### config.mk
export PLATFORM = sky130hd
export DESIGN_NAME = rd_ctrl_param
export DESIGN_NICKNAME = d
export VERILOG_FILES = /design/src/rtl/rd_ctrl_param.sv
export SDC_FILE = /design/constraint.sdc
export NUM_CORES = 1
export LEC_CHECK = 0
export BUFFER_PORTS_ARGS = -buffer_cell sky130_fd_sc_hd__buf_2
export CAP_MARGIN = 0
export CORE_MARGIN = 10
export CORE_UTILIZATION = 50
export DETAILED_ROUTE_END_ITERATION = 10
export PLACE_DENSITY = 0.87
export RECOVER_POWER = 100
export SYNTH_ARGS = -nofsm -noshare
export SYNTH_HDL_FRONTEND = slang
export SYNTH_SLANG_ARGS = --single-unit
### constraint.sdc
create_clock -name rd_clk -period 5.1 [get_ports rd_clk]
set_clock_uncertainty 0.1 [all_clocks]
set_input_delay 1.275 -clock rd_clk [delete_from_list [all_inputs] [get_ports rd_clk]]
set_output_delay 1.275 -clock rd_clk [all_outputs]
set_load 0.005 [all_outputs]
### src/rtl/rd_ctrl_param.sv
// rd_ctrl_param: read-side controller for a dual-clock gray-pointer FIFO.
// Extra-MSB pointers give full/empty disambiguation; all flags are registered from next-state values.
module rd_ctrl_param #(
    parameter int ADDR_WIDTH  = 4,
    parameter int SYNC_STAGES = 2,
    parameter int AE_THRESH   = 2,
    parameter int RD_LATENCY  = 1
) (
    input  logic                  rd_clk,
    input  logic                  rst,
    input  logic [ADDR_WIDTH:0]   wr_ptr_g,
    input  logic                  rd_req,
    input  logic                  clr_err,
    output logic                  rd_en,
    output logic [ADDR_WIDTH-1:0] rd_addr,
    output logic [ADDR_WIDTH:0]   rd_ptr_g,
    output logic                  rd_data_valid,
    output logic                  empty,
    output logic                  almost_empty,
    output logic [ADDR_WIDTH:0]   rd_level,
    output logic                  underflow
);
    localparam int PW = ADDR_WIDTH + 1;
    localparam logic [PW-1:0] AE = PW'(AE_THRESH);

    logic [PW-1:0] sync_q [SYNC_STAGES];
    logic [PW-1:0] wr_ptr_b, rd_ptr_b, rd_ptr_nxt, lvl_nxt;

    function automatic logic [PW-1:0] g2b(input logic [PW-1:0] g);
        for (int i = 0; i < PW; i++) g2b[i] = ^(g >> i);
    endfunction

    always_ff @(posedge rd_clk or posedge rst)
        if (rst) begin
            for (int i = 0; i < SYNC_STAGES; i++) sync_q[i] <= '0;
        end else begin
            sync_q[0] <= wr_ptr_g;
            for (int i = 1; i < SYNC_STAGES; i++) sync_q[i] <= sync_q[i-1];
        end

    assign wr_ptr_b   = g2b(sync_q[SYNC_STAGES-1]);
    assign rd_en      = rd_req & ~empty;
    assign rd_addr    = rd_ptr_b[ADDR_WIDTH-1:0];
    assign rd_ptr_nxt = rd_ptr_b + PW'(rd_en);
    assign lvl_nxt    = wr_ptr_b - rd_ptr_nxt;

    always_ff @(posedge rd_clk or posedge rst)
        if (rst) begin
            rd_ptr_b     <= '0;
            rd_ptr_g     <= '0;
            empty        <= 1'b1;
            almost_empty <= 1'b1;
            rd_level     <= '0;
            underflow    <= 1'b0;
        end else begin
            rd_ptr_b     <= rd_ptr_nxt;
            rd_ptr_g     <= rd_ptr_nxt ^ (rd_ptr_nxt >> 1);
            empty        <= rd_ptr_nxt == wr_ptr_b;
            almost_empty <= lvl_nxt <= AE;
            rd_level     <= lvl_nxt;
            underflow    <= (rd_req & empty) | (underflow & ~clr_err);
        end

    // Valid pipe is cleared by reset so in-flight read data is dropped.
    generate
        if (RD_LATENCY == 0) begin : g_nolat
            assign rd_data_valid = rd_en;
        end else begin : g_lat
            logic [RD_LATENCY-1:0] vp;
            always_ff @(posedge rd_clk or posedge rst)
                if (rst) vp <= '0;
                else vp <= RD_LATENCY'({vp, rd_en});
            assign rd_data_valid = vp[RD_LATENCY-1];
        end
    endgenerate
endmodule
==> results of run 1 <==
kinds of logic (layout without fill, tap and decap cells):
family	after synthesis	after routing
AO/OA/AOI/OAI	7	7
XOR/XNOR	20	20
adder cells (fa/ha/maj)	7	7
buffers and inverters	11	41
flip-flops	28	28
multiplexers	1	1
AND/OR/NAND/NOR	15	15
final cells by class:
| cell class | instances | share of cell area |
|---|---|---|
| flip-flops and latches | 28 | 0.519 |
| multi-input cells | 50 | 0.321 |
| repair buffers | 27 | 0.0868 |
| clock buffers | 4 | 0.0194 |
| well taps | 28 | 0.0259 |
| inverters | 10 | 0.0277 |
state kept, by name (all words and copies together) (netlist names):
signal         flops
sync_q            10
rd_level           5
rd_ptr_b           5
rd_ptr_g           4
almost_empty       1
empty              1
rd_data_valid      1
underflow          1
power groups by stage:
stage / sequential, uW / clock [uW] / combinational (uW)
floorplan: 346 / 0 / 364
global placement: 335 / 0 / 505
detailed placement: 336 / 0 / 522
CTS: 331 / 95.9 / 525
global route: 341 / 104 / 544
finish: 332 / 90.6 / 487
cells in the mapped netlist:
cell,n
nand3_1,3
nor2_1,2
xnor3_2,1
ha_1,6
dfrtp_1,26
nand4_1,2
inv_2,1
o21bai_1,2
a21oi_1,1
nand3b_1,1
inv_1,9
maj3_2,1
xnor2_1,11
o21ai_0,1
nor2b_1,1
a31o_1,1
and2b_1,1
mux2i_1,1
dfstp_2,2
xor2_1,7
o21bai_4,1
a32oi_1,1
xor2_4,1
nand2_1,3
or3_1,2
clkbuf_2,1
metal layers:
layer,vias to the layer above,GRT usage
li1,352,-
met1,345,0.0957
met2,24,0.165
met3,0,0.0274
met4,0,0.0517
met5,-,0
metrics by stage:
step,std cells,area [sq um],setup slack (ns),util,total power (uW)
global route,147,1360,1.56,0.607,990
global placement,143,1360,1.50,0.608,840
floorplan,89,1190,1.67,-,710
finish,147,1360,1.72,0.607,909
CTS,147,1380,1.73,0.620,952
detailed placement,143,1360,1.40,0.608,858
worst register-to-register path, cell delays in order, from the launching register on:
cell and delay [ns]:
dfstp_2 0.56, nor2b_1 0.07, ha_1 0.21, ha_1 0.22
xnor2_1 0.41, ha_1 0.32, inv_1 0.05, o21bai_1 0.14
or3_1 0.40, a32oi_1 0.21
worst max path at each step:
| stage | endpoint | slack, ns |
|---|---|---|
| detailed placement | almost_empty | 1.40 |
| global route | almost_empty | 1.56 |
| finish | almost_empty | 1.72 |
| floorplan | almost_empty | 1.67 |
| CTS | almost_empty | 1.73 |
| global placement | almost_empty | 1.50 |
==> flow_summary_export.csv, run 1 <==
group,metric,value,unit
timing,fmax,296,MHz
power,p_sw_frac,0.400,
power,irDropWorstVdd,0.000303,V
die,fp-row-count,17,
synthesis,yosys_warnings,0,
synthesis,synthCells,89,
die,core_area,2230,sq um
clock_network,postCtsResizedCells,0,
timing,drv_slew,0,
clock_network,cts_hold_buffers,0,
worst_setup_path,cp.required,5.25,ns
place,gp_congestion,0.847,
routing,dr.pass1.iters,6,
layout,layout_commonest_cell,"dfrtp_1",
timing,hold_violations,0,
timing,tightest_slew,0.999,ns
power,clock_power_share,0.100,
job,maxCapViolCount,0,
synthesis,synth_fp_nets,104,
global_routing,grt_pass1_wl,3300,um
worst_setup_path,crit_arrival,3.52,ns
worst_setup_path,critPathMaxStageDelay,0.41,ns
timing,slew_headroom,0.333,
timing,setup-violations-final,0,
die,die_x,68.8,um
clock_network,tritoncts,"built",
worst_setup_path,crit_cells,10,
layout,mostFrequentLayoutCells,"dfrtp_1, clkbuf_1, buf_2, xnor2_1, inv_1",
clock_network,cts-buffers-inserted,3,
synthesis,synth_fa_ha_area_frac,0.0724,
synthesis,synth-simple-area-share,0.0672,
synthesis,ys_seq_elements,28,
clock_network,cts.clk_slew.worst_paths,0.14,ns
routing,wl_met2,1040,um
timing,finalCritPeriodShare,0.662,
worst_setup_path,critPathCaptureType,"flop",
synthesis,yosys.area.top_type_share,0.546,
place,io_buffers,27,
hold_path,hold_depth,0,
synthesis,synth.area.mux_share,0.00839,
routing,wl_per_cell,14.2,um
worst_setup_path,r2r-start,"empty",
worst_setup_path,cp_top_family,"simple AND/OR/NAND/NOR gates",
routing,viasPerCell,4.90,
clock_network,cts_root_buf,"clkbuf_4",
layout,regArea,703,sq um
clock_network,clkLatencyLatePin,0.32,ns
worst_setup_path,startpoint_type,"primary input",
synthesis,synth_top_family_by_area,"XOR/XNOR gates",
clock_network,cts.sinks,28,
layout,antennaDiodeCount,0,
die,ios,28,
synthesis,yosysTopAreaCell,"dfrtp_1",
global_routing,grt_max_degree,29,
layout,final_layout_size_suffix_gt1_frac,0.176,
global_routing,antenna_found_initial,0,
routing,post-route-drc-count,0,
layout,multi_input_area,435,sq um
die,initial_core_util,0.534,
power,power.static_leakage,0.000625,uW
clock_network,clockBufferDepth,2,
timing,rsz0062_at_grt,"false",
timing,worst_hold_slack,0.265,ns
timing,fin_crit,3.38,ns
hold_path,hold_path_class,"flop to flop",
routing,top_layer,"met3",
die,dieArea,4740,sq um
global_routing,grt_pass1_vias,776,
worst_setup_path,path_class,"primary input to flop",
worst_setup_path,ff2ff_setup_slack,2.35,ns
synthesis,synth_cell_type_count,26,
synthesis,syn_area,1190,sq um
status,outcome,"complete, no violations",
layout,syn_to_final_growth,13.6,%
power,p_sw,364,uW
routing,wl_met3,192,um
layout,num-nets-final,135,
clock_network,ctsHtreeMaxLevel,1,
power,power_density,671,nW/um^2
routing,vias,721,
synthesis,synth_compound_area_frac,0.0514,
worst_setup_path,critPathBufInv,1,
routing,dr.first_iter.drc_count,39,
worst_setup_path,cp_cell_sequence,"buf_2, nor2b_1, ha_1, nand3_1, xor2_1, ha_1, a21oi_1, xnor2_1, or3_1, a32oi_1",
routing,ant_nets,0,
power,pwr-share-comb,0.535,
routing,wl_met1,853,um
global_routing,grt_usage,0.0928,
synthesis,synth-xor-area-share,0.175,
timing,tns,0,ns
place,hpwl,1620,um
routing,wirelength,2090,um
worst_setup_path,ff2ff_path_depth,9,
worst_setup_path,path_max_fanout,5,
die,die_y,68.8,um
worst_setup_path,critPathMostFrequentCell,"ha_1",
synthesis,syn_avg_cell_area,13.4,sq um
synthesis,synthTopCellsByArea,"dfrtp_1, xnor2_1, ha_1, xor2_1, dfstp_2",
worst_setup_path,critical_path.startpoint,"rd_req",
worst_setup_path,r2r_end,"almost_empty",
worst_setup_path,slowest_stage,"xor2_1",
global_routing,grt_overflow,0,
synthesis,ys_seq_area_frac,0.590,
power,seq_power_share,0.365,
hold_path,hold_end,"sync_q[2]",
clock_network,post_cts_buffers,0,
power,p_int,545,uW
layout,fillers,190,
hold_path,min_from,"sync_q[7]",
Note: power is estimated with default switching activity, not from simulation.
==> inputs of run 2 (changes only) <==
--- a/config.mk
+++ b/config.mk
@@ -5,12 +5,13 @@
 export SDC_FILE = /design/constraint.sdc
 export NUM_CORES = 1
 export LEC_CHECK = 0
+export ABC_AREA = 1
 export BUFFER_PORTS_ARGS = -buffer_cell sky130_fd_sc_hd__buf_2
 export CAP_MARGIN = 0
 export CORE_MARGIN = 10
 export CORE_UTILIZATION = 50
 export DETAILED_ROUTE_END_ITERATION = 10
-export PLACE_DENSITY = 0.87
+export PLACE_DENSITY = 0.86
 export RECOVER_POWER = 100
 export SYNTH_ARGS = -nofsm -noshare
 export SYNTH_HDL_FRONTEND = slang
==> constraint.sdc (replaced) <==
create_clock -name rd_clk -period 3.2 [get_ports rd_clk]
set_clock_uncertainty 0.1 [all_clocks]
set_input_delay 0.8 -clock rd_clk [delete_from_list [all_inputs] [get_ports rd_clk]]
set_output_delay 0.8 -clock rd_clk [all_outputs]
set_load 0.005 [all_outputs]
==> flow_summary_export.csv, run 2 <==
group,metric,value,unit
status,outcome,"complete, no violations",
job,maxCapViolCount,0,
layout,instances_no_fill,188,
synthesis,syn_area,1270,sq um
timing,fmax,380,MHz
layout,top_regs,"sync_q (10), rd_level (5), rd_ptr_b (5)",
place,place_inst,184,
clock_network,cts-buffers-inserted,3,
clock_network,cts_root_buf,"clkbuf_4",
synthesis,yosys.area.top_type_share,0.512,
place,io_buffers,27,
timing,hold_violations,0,
synthesis,synth.area.mux_share,0,
clock_network,postCtsResizedCells,0,
worst_setup_path,crit_arrival,2.79,ns
synthesis,synth_edf_count,0,
layout,mostFrequentLayoutCells,"nand2_1, dfrtp_1, inv_1, clkbuf_1, nand3_1",
synthesis,synth_top_family_by_area,"simple AND/OR/NAND/NOR gates",
global_routing,grt_max_degree,29,
global_routing,grt_pass1_vias,960,
die,die_y,70.4,um
synthesis,async_flop_share,1.00,
die,fp-row-count,18,
routing,ant_nets,0,
hold_path,hold_path_class,"flop to flop",
worst_setup_path,cp_cell_sequence,"buf_2, inv_1, nor2_1, ha_1, ha_1, inv_1, nand3_1, nand2_1, inv_1, ha_1, inv_1, nand2_1, xnor2_1, nand3_2, a21oi_1",
timing,fin_crit,2.63,ns
power,power_density,964,nW/um^2
synthesis,ys_seq_elements,28,
worst_setup_path,critical_path.startpoint,"rd_req",
worst_setup_path,critPathBufInv,5,
place,hpwl,1780,um
clock_network,post_cts_buffers,0,
global_routing,antenna_found_initial,0,
routing,wirelength,2290,um
synthesis,synth_cell_type_count,20,
timing,tightest_slew,0.958,ns
global_routing,use_met2,0.159,
synthesis,synth_compound_area_frac,0.0148,
clock_network,cts_hold_buffers,0,
synthesis,ys_seq_area_frac,0.554,
worst_setup_path,cp.required,3.36,ns
hold_path,hold_depth,0,
synthesis,synth_flop_cell,"dfrtp_1",
global_routing,grt_overflow,0,
routing,vias,924,
synthesis,synthTopCellsByArea,"dfrtp_1, nand2_1, inv_1, ha_1, nand3_1",
layout,postLayoutCoreUtil,0.575,
clock_network,tritoncts,"built",
worst_setup_path,ff2ff_path_depth,13,
timing,tns,0,ns
global_routing,grtUsageMet1,0.102,
synthesis,synth-simple-area-share,0.196,
worst_setup_path,path_max_fanout,4,
power,irDropWorstVdd,0.000506,V
worst_setup_path,critPathMostFrequentCell,"inv_1",
global_routing,busiest_layer,"met2",
worst_setup_path,path_class,"primary input to flop",
die,ios,28,
synthesis,syn_avg_cell_area,10.1,sq um
timing,worst_hold_slack,0.266,ns
worst_setup_path,cp_top_family,"adder cells",
synthesis,synthCells,126,
hold_path,hold_end,"sync_q[4]",
power,power.static_leakage,0.000746,uW
synthesis,synth-xor-area-share,0.102,
layout,layout_commonest_cell,"nand2_1",
worst_setup_path,slowest_stage,"ha_1",
worst_setup_path,r2r-start,"empty",
layout,largest_reg_flops,10,
place,gp_congestion,0.872,
routing,wl_per_cell,12.2,um
die,core_area,2450,sq um
routing,viasPerCell,4.91,
layout,syn_to_final_growth,11.2,%
timing,rsz0062_at_grt,"false",
synthesis,synth_most_common_cell,"nand2_1",
synthesis,synth_fa_ha_area_frac,0.0591,
worst_setup_path,critPathCaptureType,"flop",
layout,num-nets-final,174,
clock_network,clockBufferDepth,2,
timing,finalCritPeriodShare,0.821,
worst_setup_path,critPathMaxStageDelay,0.29,ns
timing,setup-violations-final,0,
layout,antennaDiodeCount,0,
hold_path,min_from,"sync_q[9]",
routing,post-route-drc-count,0,
global_routing,grtUsageMet3,0.0424,
timing,slew_headroom,0.360,
layout,fillers,220,
global_routing,grt_usage,0.0975,
die,initial_core_util,0.517,
synthesis,yosys_warnings,0,
synthesis,ys_top_cells_by_count,"nand2_1, dfrtp_1, inv_1",
worst_setup_path,startpoint_type,"primary input",
clock_network,ctsHtreeMaxLevel,1,
routing,dr.first_iter.drc_count,55,
synthesis,yosysTopAreaCell,"dfrtp_1",
layout,final_layout_size_suffix_gt1_frac,0.146,
die,die_x,70.4,um
worst_setup_path,ff2ff_setup_slack,0.65,ns
clock_network,cts.sinks,28,
routing,dr.pass1.iters,4,
worst_setup_path,r2r_end,"almost_empty",
clock_network,clkLatencyLatePin,0.33,ns
clock_network,cts.clk_slew.worst_paths,0.14,ns
synthesis,synth_fp_nets,141,
global_routing,grt_pass1_wl,4040,um
layout,largest-register,"sync_q",
timing,drv_slew,0,
die,dieArea,4960,sq um
-- run 2: cell types whose count changed after synthesis, moves of 7 or more --
cell / previous run / this run
nand2_2: 0 / 7
xnor2_1: 11 / 3
inv_1: 9 / 22
nand3_1: 3 / 11
nand2_1: 3 / 28
-- run 2: layout make-up --
| cell class | count | area [sq um] | area share |
|---|---|---|---|
| Timing Repair Buffer | 28 | 116 | 0.0824 |
| Inverter | 25 | 93.8 | 0.0664 |
| Sequential cell | 28 | 703 | 0.498 |
| Clock buffer | 4 | 26.3 | 0.0186 |
| Tap cell | 30 | 37.5 | 0.0266 |
| Multi-Input combinational cell | 73 | 435 | 0.308 |
-- run 2: layer usage --
| layer | vias to the layer above | wire, um |
|---|---|---|
| met5 | - | 0 |
| met4 | 0 | 45 |
| met3 | 5 | 218 |
| met2 | 32 | 1050 |
| met1 | 436 | 981 |
| li1 | 451 | - |
-- run 2: cells by family (layout without fill, tap and decap cells) --
kind of cell / count (synthesis) / after routing
buffers and inverters: 25 / 57
AOI/OAI and AO/OA: 3 / 3
DFF: 28 / 28
and+or+nand+nor: 53 / 53
xor gates and xnor gates: 11 / 11
adders and majority gates: 6 / 6
-- run 2: stage by stage --
| step | cell area, sq um | power, uW | setup WS, ns |
|---|---|---|---|
| after global placement | 1450 | 1260 | 0.424 |
| after CTS | 1480 | 1450 | 0.634 |
| after floorplan | 1270 | 1060 | 0.558 |
| after detailed placement | 1450 | 1300 | 0.289 |
| final | 1410 | 1360 | 0.571 |
| after global routing | 1410 | 1500 | 0.375 |
-- run 2: report_power, final --
part / internal (uW) / leakage, uW / total [uW] / switching [uW]
logic: 264 / 0.000403 / 688 / 424
clock network: 48.9 / 0.0000150 / 148 / 98.8
registers: 471 / 0.000329 / 526 / 55.4
-- run 2: worst max-delay path by stage --
stage                        end  slack, ns  cells past startpoint
floorplan           almost_empty       0.56                     14
global placement    almost_empty       0.42                     15
detailed placement  almost_empty       0.29                     15
CTS                 almost_empty       0.63                     15
global route        almost_empty       0.37                     17
finish              almost_empty       0.57                     15
==> inputs of run 3 (changes only) <==
--- a/config.mk
+++ b/config.mk
@@ -9,9 +9,9 @@
 export BUFFER_PORTS_ARGS = -buffer_cell sky130_fd_sc_hd__buf_2
 export CAP_MARGIN = 0
 export CORE_MARGIN = 10
-export CORE_UTILIZATION = 50
+export CORE_UTILIZATION = 47
 export DETAILED_ROUTE_END_ITERATION = 10
-export PLACE_DENSITY = 0.86
+export PLACE_DENSITY = 0.85
 export RECOVER_POWER = 100
 export SYNTH_ARGS = -nofsm -noshare
 export SYNTH_HDL_FRONTEND = slang
==> constraint.sdc (replaced) <==
create_clock -name rd_clk -period 2.3 [get_ports rd_clk]
set_clock_uncertainty 0.1 [all_clocks]
set_input_delay 0.575 -clock rd_clk [delete_from_list [all_inputs] [get_ports rd_clk]]
set_output_delay 0.575 -clock rd_clk [all_outputs]
set_load 0.005 [all_outputs]
==> flow_summary_export.csv, run 3 (synthesis gave the netlist of run 2 again) <==
group,metric,value,unit
status,outcome,"complete, no violations",
worst_setup_path,path_max_fanout,3,
worst_setup_path,path_class,"flop to flop",
worst_setup_path,critPathCaptureType,"flop",
clock_network,tritoncts,"built",
layout,antennaDiodeCount,0,
timing,drv_slew,0,
timing,rsz0062_at_grt,"false",
routing,wirelength,2620,um
worst_setup_path,critPathMaxStageDelay,0.58,ns
clock_network,clkLatencyLatePin,0.33,ns
die,core_area,2520,sq um
global_routing,antenna_found_initial,0,
hold_path,hold_path_class,"primary input to flop",
global_routing,grt_pass1_vias,954,
worst_setup_path,slowest_stage,"dfstp_2",
worst_setup_path,endpoint,"almost_empty",
job,maxCapViolCount,0,
power,irDropWorstVdd,0.000861,V
clock_network,cts-buffers-inserted,3,
layout,largest-register,"sync_q",
clock_network,ctsHtreeMaxLevel,1,
timing,slew_headroom,0.0695,
layout,top_regs,"sync_q (10), rd_level (5), rd_ptr_b (5)",
die,die_x,72.0,um
global_routing,grt_usage,0.0963,
timing,fmax,460,MHz
clock_network,cts.clk_slew.worst_paths,0.14,ns
die,die_y,72.0,um
timing,fin_crit,2.17,ns
clock_network,cts_root_buf,"clkbuf_4",
timing,hold_violations,0,
worst_setup_path,r2r-start,"empty",
worst_setup_path,ff2ff_path_depth,15,
routing,post-route-drc-count,0,
layout,num-nets-final,183,
worst_setup_path,cp_cell_sequence,"nor2_2, ha_4, ha_4, inv_2, nand3_2, nand2_1, inv_1, ha_2, inv_2, nand2_2, nand3_2, nand2_1, nand2_2, nand3_2, a21oi_2",
layout,largest_reg_flops,10,
power,p_total,2290,uW
clock_network,clockBufferDepth,2,
worst_setup_path,critical_path.startpoint,"empty",
worst_setup_path,startpoint_type,"flop",
die,dieArea,5180,sq um
place,post_dp_cell_area,1540,sq um
power,power.static_leakage,0.000808,uW
global_routing,grt_overflow,0,
routing,viasPerCell,4.77,
power,power_density,1440,nW/um^2
worst_setup_path,crit_arrival,2.35,ns
layout,syn_to_final_growth,25.0,%
layout,fillers,213,
routing,dr.first_iter.drc_count,55,
routing,vias,939,
worst_setup_path,critPathMostFrequentCell,"nand3_2",
timing,finalCritPeriodShare,0.945,
die,ios,28,
place,gp_congestion,0.870,
global_routing,grt_pass1_wl,4040,um
timing,setup-violations-final,0,
layout,mostFrequentLayoutCells,"dfrtp_1, nand2_1, inv_1, clkbuf_1",
global_routing,grt_max_degree,29,
layout,layout_commonest_cell,"dfrtp_1",
place,io_buffers,27,
worst_setup_path,ff2ff_setup_slack,0.13,ns
routing,ant_nets,0,
layout,final_cell_area,1590,sq um
worst_setup_path,cp.required,2.48,ns
routing,wl_per_cell,13.3,um
layout,final_layout_size_suffix_gt1_frac,0.335,
die,initial_core_util,0.503,
routing,dr.pass1.iters,6,
die,fp-row-count,18,
clock_network,cts.sinks,28,
timing,tightest_slew,1.40,ns
place,hpwl,2010,um
worst_setup_path,r2r_end,"almost_empty",
run 3: cell count changes in the layout (fill, tap and decap cells not counted), moves of 3 or more:
cell,change
nand3_2,+4
ha_1,-4
inv_1,-3
inv_2,+3
buf_4,+8
nand2_1,-6
nand2_2,+6
nand3_1,-4
run 3: metal layers:
| layer | global-route usage | vias to the layer above | wire length, um | share of wire |
|---|---|---|---|---|
| li1 | - | 463 | - | - |
| met1 | 0.0958 | 434 | 1070 | 0.41 |
| met2 | 0.170 | 36 | 1290 | 0.49 |
| met3 | 0.0367 | 6 | 205 | 0.078 |
| met4 | 0.0516 | 0 | 53 | 0.020 |
| met5 | 0 | - | 0 | 0 |
run 3: worst min-delay path by stage:
| stage | from | to | slack (ns) | cells after the start |
|---|---|---|---|---|
| 2_1_floorplan | sync_q[5] | sync_q[0] | 0.23 | 0 |
| 3_3_place_gp | sync_q[9] | sync_q[4] | 0.23 | 0 |
| 3_5_place_dp | sync_q[5] | sync_q[0] | 0.24 | 0 |
| 4_1_cts | rst | sync_q[5] | 0.18 | 3 |
| 5_1_grt | wr_ptr_g[1] | sync_q[6] | 0.23 | 1 |
| 6_report | wr_ptr_g[0] | sync_q[5] | 0.24 | 1 |
run 3: per-stage QoR:
step                 util  setup WS [ns]  cells  hold slack (ns)  TNS [ns]
global route        0.629         0.0140    197            0.227         0
CTS                 0.623         0.0332    195            0.184         0
detailed placement  0.609         -0.173    191            0.239    -0.339
floorplan               -        0.00615    126            0.231         0
global placement    0.609        -0.0510    191            0.231   -0.0510
finish              0.629          0.127    197            0.240         0
run 3: repair_timing:
action                     in CTS  in global routing
gates resized for setup         0                 13
setup endpoints to repair       0                  2
hold buffers                    0                  0
setup buffers                   0                  2
hold endpoints to repair        0                  0
run 3: power breakdown:
part	internal, uW	switching (uW)	total [uW]
sequential	656	92.6	749
combinational	584	721	1300
clock	97.0	135	232
run 3: area by class of cell:
type,instances,area (sq um),share of cell area
repair buffers,37,181,0.114
well taps,30,37.5,0.0236
multi-input cells,73,536,0.337
clock buffers,4,36.3,0.0229
inverters,25,93.8,0.0591
flip-flops and latches,28,703,0.443
run 3: critical path, delay by kind of cell, from the launching register on:
family	cells	cell delay [ns]
buf+inv	3	0.18
flops	1	0.58
compound gates	1	0.10
simple gates	8	0.59
fa+ha+maj	3	0.58
